**config.mk**
```make
export PLATFORM = sky130hd
export DESIGN_NAME = yutorina_bus_master
export DESIGN_NICKNAME = d
export VERILOG_FILES = /design/src/rtl/yutorina_bus_master_pkg.sv /design/src/rtl/yutorina_bus_watchdog.sv /design/src/rtl/yutorina_bus_master.sv
export SDC_FILE = /design/constraint.sdc
export NUM_CORES = 1
export LEC_CHECK = 0
export CORE_MARGIN = 2
export CORE_UTILIZATION = 30
export DETAILED_ROUTE_END_ITERATION = 10
export MAX_ROUTING_LAYER = met4
export PLACE_DENSITY_LB_ADDON = 0.1
export SLEW_MARGIN = 15
export SYNTH_ARGS = -nofsm -noshare
export SYNTH_HDL_FRONTEND = slang
export SYNTH_SLANG_ARGS = --single-unit
```
**constraint.sdc**
```tcl
create_clock -name i_clk -period 3.11 [get_ports i_clk]
set_input_delay 0.622 -clock i_clk [delete_from_list [all_inputs] [get_ports i_clk]]
set_output_delay 0.622 -clock i_clk [all_outputs]
set_load 0.05 [all_outputs]
```
**src/rtl/yutorina_bus_master_pkg.sv**
```systemverilog
// Shared definitions for the yutorina bus: FSM encodings, strobe polarities and bus widths.
// Slaves import the same width constants so address and data buses always agree.
package yutorina_bus_master_pkg;

    localparam int WORD_ADDR_W = 30;
    localparam int WORD_DATA_W = 32;

    localparam logic [1:0] ST_IDLE   = 2'd0;
    localparam logic [1:0] ST_REQ    = 2'd1;
    localparam logic [1:0] ST_ACCESS = 2'd2;

    localparam logic READ  = 1'b1;
    localparam logic WRITE = 1'b0;

    // Active-low bus control levels.
    localparam logic ENABLE_  = 1'b0;
    localparam logic DISABLE_ = 1'b1;

    function automatic logic asserted_n(input logic sig_n);
        return sig_n == ENABLE_;
    endfunction

endpackage

```
**src/rtl/yutorina_bus_watchdog.sv**
```systemverilog
// Access timeout counter for the bus master; only built when YUTORINA_BUS_TIMEOUT_EN is defined.
// Clears on i_clr, counts while i_en, saturates at TIMEOUT-1 and flags o_expired there.
`ifdef YUTORINA_BUS_TIMEOUT_EN
module yutorina_bus_watchdog #(
    parameter int TIMEOUT = 16
) (
    input  logic i_clk,
    input  logic i_rst,
    input  logic i_clr,
    input  logic i_en,
    output logic o_expired
);

    localparam int CNT_W = (TIMEOUT > 2) ? $clog2(TIMEOUT) : 1;
    localparam logic [CNT_W-1:0] LAST = CNT_W'(TIMEOUT - 1);

    logic [CNT_W-1:0] r_cnt;

    always_ff @(posedge i_clk) begin
        if (i_rst || i_clr) begin
            r_cnt <= '0;
        end else if (i_en && (r_cnt != LAST)) begin
            r_cnt <= r_cnt + CNT_W'(1);
        end
    end

    assign o_expired = (r_cnt == LAST);

endmodule
`endif

```
**src/rtl/yutorina_bus_master.sv**
```systemverilog
// Core-side bus initiator: request -> grant -> one-cycle address strobe -> wait for ready -> done pulse.
// Optional access timeout under YUTORINA_BUS_TIMEOUT_EN aborts a hung slave with done+err.
module yutorina_bus_master
    import yutorina_bus_master_pkg::*;
#(
    parameter int ADDR_W  = WORD_ADDR_W,
    parameter int DATA_W  = WORD_DATA_W,
    parameter int TIMEOUT = 16
) (
    input  logic              i_clk,
    input  logic              i_rst,
    input  logic              i_req,
    input  logic              i_rw,
    input  logic [ADDR_W-1:0] i_addr,
    input  logic [DATA_W-1:0] i_wr_data,
    output logic [DATA_W-1:0] o_rd_data,
    output logic              o_busy,
    output logic              o_done,
    output logic              o_err,
    output logic              o_bus_req_,
    input  logic              i_bus_grnt_,
    output logic              o_bus_as_,
    output logic              o_bus_rw,
    output logic [ADDR_W-1:0] o_bus_addr,
    output logic [DATA_W-1:0] o_bus_wr_data,
    input  logic [DATA_W-1:0] i_bus_rd_data,
    input  logic              i_bus_rdy_
);

    if (TIMEOUT < 2) begin : g_bad_timeout
        $error("TIMEOUT must be at least 2");
    end

    logic [1:0]        r_state;
    logic [DATA_W-1:0] r_rd_data;
    logic              r_done;
    logic              r_err;
    logic              r_bus_req_;
    logic              r_bus_as_;
    logic              r_bus_rw;
    logic [ADDR_W-1:0] r_bus_addr;
    logic [DATA_W-1:0] r_bus_wr_data;

    logic w_grant;
    logic w_ready;
    logic w_expired;

    assign w_grant = asserted_n(i_bus_grnt_);
    assign w_ready = asserted_n(i_bus_rdy_);

`ifdef YUTORINA_BUS_TIMEOUT_EN
    logic w_wdt_clr;
    logic w_wdt_en;

    assign w_wdt_clr = (r_state == ST_REQ) && w_grant;
    assign w_wdt_en  = (r_state == ST_ACCESS) && !w_ready;

    yutorina_bus_watchdog #(
        .TIMEOUT (TIMEOUT)
    ) u_watchdog (
        .i_clk     (i_clk),
        .i_rst     (i_rst),
        .i_clr     (w_wdt_clr),
        .i_en      (w_wdt_en),
        .o_expired (w_expired)
    );
`else
    assign w_expired = 1'b0;
`endif

    always_ff @(posedge i_clk) begin
        if (i_rst) begin
            r_state       <= ST_IDLE;
            r_rd_data     <= '0;
            r_done        <= 1'b0;
            r_err         <= 1'b0;
            r_bus_req_    <= DISABLE_;
            r_bus_as_     <= DISABLE_;
            r_bus_rw      <= READ;
            r_bus_addr    <= '0;
            r_bus_wr_data <= '0;
        end else begin
            r_done <= 1'b0;
            r_err  <= 1'b0;
            case (r_state)
                ST_IDLE: begin
                    if (i_req) begin
                        r_bus_rw      <= i_rw;
                        r_bus_addr    <= i_addr;
                        r_bus_wr_data <= i_wr_data;
                        r_bus_req_    <= ENABLE_;
                        r_state       <= ST_REQ;
                    end
                end
                ST_REQ: begin
                    if (w_grant) begin
                        r_bus_as_ <= ENABLE_;
                        r_state   <= ST_ACCESS;
                    end
                end
                ST_ACCESS: begin
                    r_bus_as_ <= DISABLE_;
                    // Ready takes priority so a reply on the terminal timeout cycle completes normally.
                    if (w_ready) begin
                        if (r_bus_rw == READ) begin
                            r_rd_data <= i_bus_rd_data;
                        end
                        r_done     <= 1'b1;
                        r_bus_req_ <= DISABLE_;
                        r_state    <= ST_IDLE;
                    end else if (w_expired) begin
                        r_rd_data  <= '0;
                        r_done     <= 1'b1;
                        r_err      <= 1'b1;
                        r_bus_req_ <= DISABLE_;
                        r_state    <= ST_IDLE;
                    end
                end
                default: begin
                    r_bus_req_ <= DISABLE_;
                    r_bus_as_  <= DISABLE_;
                    r_state    <= ST_IDLE;
                end
            endcase
        end
    end

    assign o_busy        = (r_state != ST_IDLE) || i_req;
    assign o_rd_data     = r_rd_data;
    assign o_done        = r_done;
    assign o_err         = r_err;
    assign o_bus_req_    = r_bus_req_;
    assign o_bus_as_     = r_bus_as_;
    assign o_bus_rw      = r_bus_rw;
    assign o_bus_addr    = r_bus_addr;
    assign o_bus_wr_data = r_bus_wr_data;

endmodule

```
==> results.txt <==
- The run finished, with violations left.
* Violations in the final reports: design-rule violations
- After synthesis the netlist holds a flip-flop and latch count of 100.
- CP cell instances: clkdlybuf4s50_1 -> or3_1 -> clkdlybuf4s50_1
- Number of global-route vias before repair: roughly 3,400
- Number of remaining DRC errors: 14
- Clock-pin slew of the registers on the worst-case setup and hold paths: ~0.060 ns
- Number of antenna violations at the first check in global routing: 0
- Internal power comes to around 2.2 mW.
* Detailed Route Iter0 Violations: between 150 and 200
* Number of port buffers: 198
- Share of async-settable or async-resettable flops after synthesis: 0%
- # clock sinks: 100
- Measured against its own limit, the worst slew margin works out to between 20 and 30%.
- In this run the critical register-to-register path is launched from r_state[1].
- Vertical die dimension: about 110 um
* Top-level port count: 200
- The tightest min-delay check is of the reg2reg type.
- After floorplanning, the core was divided into 39 placement rows.
- The synthesized design contains 0 enable-type register cells.
* Maximum capacitance violations: 0
- The critical path contains buffers and inverters numbering 2 combined.
- The number of antenna diodes in the final layout is 0.
- Count of cells along the worst hold path: 2
* Final Routed Wirelength: about 10,000 um
- Routing usage on met2: about a quarter
- After detailed placement, the total cell area comes to 0.00556 sq mm.
* RSZ-0062 raised after global routing: no
* Worst min-delay path startpoint: o_bus_wr_data[1]
- Hold Fails Final Rpt: 0
- The clock tree synthesis step divided the H-tree into 3 levels.
- Total grt overflow: 0
- During synthesis, Yosys emitted a total of 0 warnings.
* Maximum clock path buffer count: 2
* Slew of the pin with the lowest slew margin: between 1 and 1.5 ns
- Worst path top cell family by delay: buffers and inverters
* DP Wirelength: a little over 7000 um
- Setup slack, reg-to-reg: between 1 and 1.5 ns
- The path with the worst hold slack has its endpoint at o_bus_wr_data[1].
- Fraction of post-synthesis cell area in the top cell type by area: between 50 and 60%
- The initial utilization of the core area, before any placement, comes to slightly above 30%.
- In the global route stage, met1 resource usage came out at approximately a fifth.
- The worst register-to-register path ends at o_bus_wr_data[29].
- Die area: roughly 0.013 sq mm
* Worst IR drop on VDD: around 0.19 mV
* Hold Buf Count CTS: 0
- In the post-synthesis netlist, the cell with the most instances is nand2_1.
- Post-cts sizing count: 0
* Largest stage delay on the critical path: between 0.7 and 0.8 ns
* CTS tree: yes
* Biggest area contributors in the synthesized netlist: dfxtp_1, nand2_1, a21oi_1, clkbuf_8, buf_2
- The core region is about 0.012 sq mm.
- Worst-case clock skew: ~0.0049 ns
- Top Usage Layer GRT: met2
* Distinct cell type count of the synthesized netlist: 24
- Number of buffers added for setup after CTS: 0
* Register-to-Register Path Depth: 4
* Register area share after synthesis: between 50% and 60%
* F_max: approximately 0.36 GHz
- After synthesis the cells add up to 0.00357 sq mm.
- Synth area leader: dfxtp_1
- Mean area per synthesized cell: slightly above 8 sq um
- Antenna-violating nets left: 0
- From left edge to right edge, the die measures 113 um.
* Comb power frac: about a fifth
- Most Frequent Cell on Critical Path: clkdlybuf4s50_1
- Net switching is 28.2% of the power.
- Post-synth top flop: dfxtp_1
- From synthesis to final layout, the design area changed by 63.3%.
- The critical path is of the in2out type.
- Number of nets in the layout: a little over 700
* Global-route met3 utilization: ~4.7%
- Among all stages on the critical path, the largest delay is contributed by clkdlybuf4s50_1.
- Global routing used 16.5% of the available tracks across all layers.
- Syn Inst Count: approximately 440
- Pre-Repair DR Iteration Count: 7
* Top cells by instance count after synthesis: nand2_1, dfxtp_1, a21oi_1, buf_2, clkbuf_1
* Required @ worst endpoint: 2.49 ns
- Cts bufs inserted: 9
- Total via count after detailed routing: around 3,500
* Kind of start point of the critical path: input port
- Post-route setup TNS: 0 ns
* Placer congestion estimate: 0.722
- Entering global routing, the biggest net connects roughly 100 pins.
* Per-cell via count in the routed design: between 4 and 5
* Finish-stage setup viols: 0
* Root buf cell: clkbuf_16
- Crit path time final: 2.74 ns
- In this run the power density over the cells is roughly 520 mW/mm^2.
- In this run the power spent charging and discharging nets is ~0.85 mW.
* Post-DR wirelength/cell: around 14 um
- Later-pin clock latency in the skew report: between 0.3 and 0.4 ns
- In this run the worst path has a maximum fanout of 4.
- Clock share of power: around 34%
- Post-route cell area: roughly 0.0058 sq mm
- The number of slew-limit violations in the final report is 0.
- Arr. time, crit path: 2.12 ns
- The number of nets handed over by synthesis was 537.
* Post-route fraction of the period consumed by the critical path: between 80% and 90%
- The first global-routing pass estimated ~16,000 um of wire.
- Cells with a size suffix above 1 make up slightly above 4% of the layout.
- Sequential cells burn between 40% and 50% of the power.
* Leakage power: 2.09 nW
* Category of the worst setup path capture point: output port
-- worst max-delay path by stage --
| stage | from | end | slack, ns | cells past startpoint |
|---|---|---|---|---|
| 6_report | i_req | o_busy | 0.37 | 3 |
| 5_1_grt | i_req | o_busy | 0.33 | 3 |
| 4_1_cts | i_req | o_busy | 0.35 | 3 |
| 3_5_place_dp | i_req | o_busy | 0.36 | 3 |
| 3_3_place_gp | i_req | o_busy | 0.35 | 3 |
| 2_1_floorplan | i_req | o_busy | 1.34 | 1 |
-- tightest hold or removal path, cell delays in order, from the launching register on --
cell and delay, ns:
dfxtp_1 0.30, nand2_1 0.05, a21oi_1 0.05
-- state kept, by name, indices dropped and copies added, names as in the netlist --
name / cells
o_bus_addr: 30
o_bus_req_: 1
o_bus_wr_data: 32
r_state: 2
o_done: 1
o_rd_data: 32
o_bus_as_: 1
o_bus_rw: 1
-- logic make-up after synthesis --
group	synth area share, %
AOI/OAI and AO/OA	13.8
buffers and inverters	7.11
DFF	56.0
muxes	0.560
other	0.105
and+or+nand+nor	22.4
-- layer usage --
metal | vias to the layer above | part of all wire, %
li1 | 1758 | -
met1 | 1571 | 43
met2 | 133 | 46
met3 | 9 | 9.1
met4 | 0 | 1.4
met5 | - | 0
-- final cells by class --
type	count	area [sq um]
fillers	1101	5680
repair buffers	205	2040
flip-flops and latches	100	2000
multi-input cells	301	1340
clock buffers	13	260
well taps	143	179
clock inverters	2	10.0
-- power groups by stage --
stage | Combinational [mW] | Sequential (mW) | Clock, mW
floorplan | 0.162 | 1.61 | 0
global placement | 0.629 | 1.40 | 0
detailed placement | 0.632 | 1.41 | 0
CTS | 0.634 | 1.38 | 1.08
global route | 0.664 | 1.38 | 1.14
finish | 0.627 | 1.38 | 1.03
-- placed cells by master (no fill, tap or decap) --
| cell type | synthesis | layout |
|---|---|---|
| clkdlybuf4s50_1 | 0 | 197 |
| nand2_1 | 188 | 188 |
| dfxtp_1 | 100 | 100 |
| a21oi_1 | 95 | 95 |
| clkbuf_16 | 0 | 9 |
| buf_4 | 1 | 7 |
| mux2i_1 | 2 | 2 |
| nor3_1 | 2 | 2 |
| nand2b_1 | 2 | 2 |
| clkbuf_1 | 11 | 2 |
| clkbuf_8 | 5 | 2 |
| clkinv_2 | 0 | 2 |
| or3_1 | 1 | 1 |
| nor4bb_4 | 0 | 1 |
| nand4bb_1 | 1 | 1 |
| nor3b_2 | 0 | 1 |
| or3b_2 | 0 | 1 |
| a211o_1 | 1 | 1 |
| nor2b_1 | 1 | 1 |
| o21bai_1 | 1 | 1 |
| nor4b_1 | 1 | 1 |
| nor3_2 | 1 | 1 |
| nor2_1 | 1 | 1 |
| conb_1 | 1 | 1 |
| buf_12 | 0 | 1 |
-- through the flow --
stage / hold slack (ns) / worst slack, ns / total power, mW / utilization, % / cells
after floorplan: 0.516 / 1.34 / 1.77 / - / 437
after global placement: 0.441 / 0.346 / 2.03 / 48.3 / 749
after detailed placement: 0.447 / 0.357 / 2.04 / 48.3 / 749
after CTS: 0.456 / 0.345 / 3.09 / 50.6 / 764
after global routing: 0.470 / 0.329 / 3.19 / 50.6 / 764
final: 0.452 / 0.365 / 3.03 / 50.6 / 764
(Power assumes the default switching activity.)
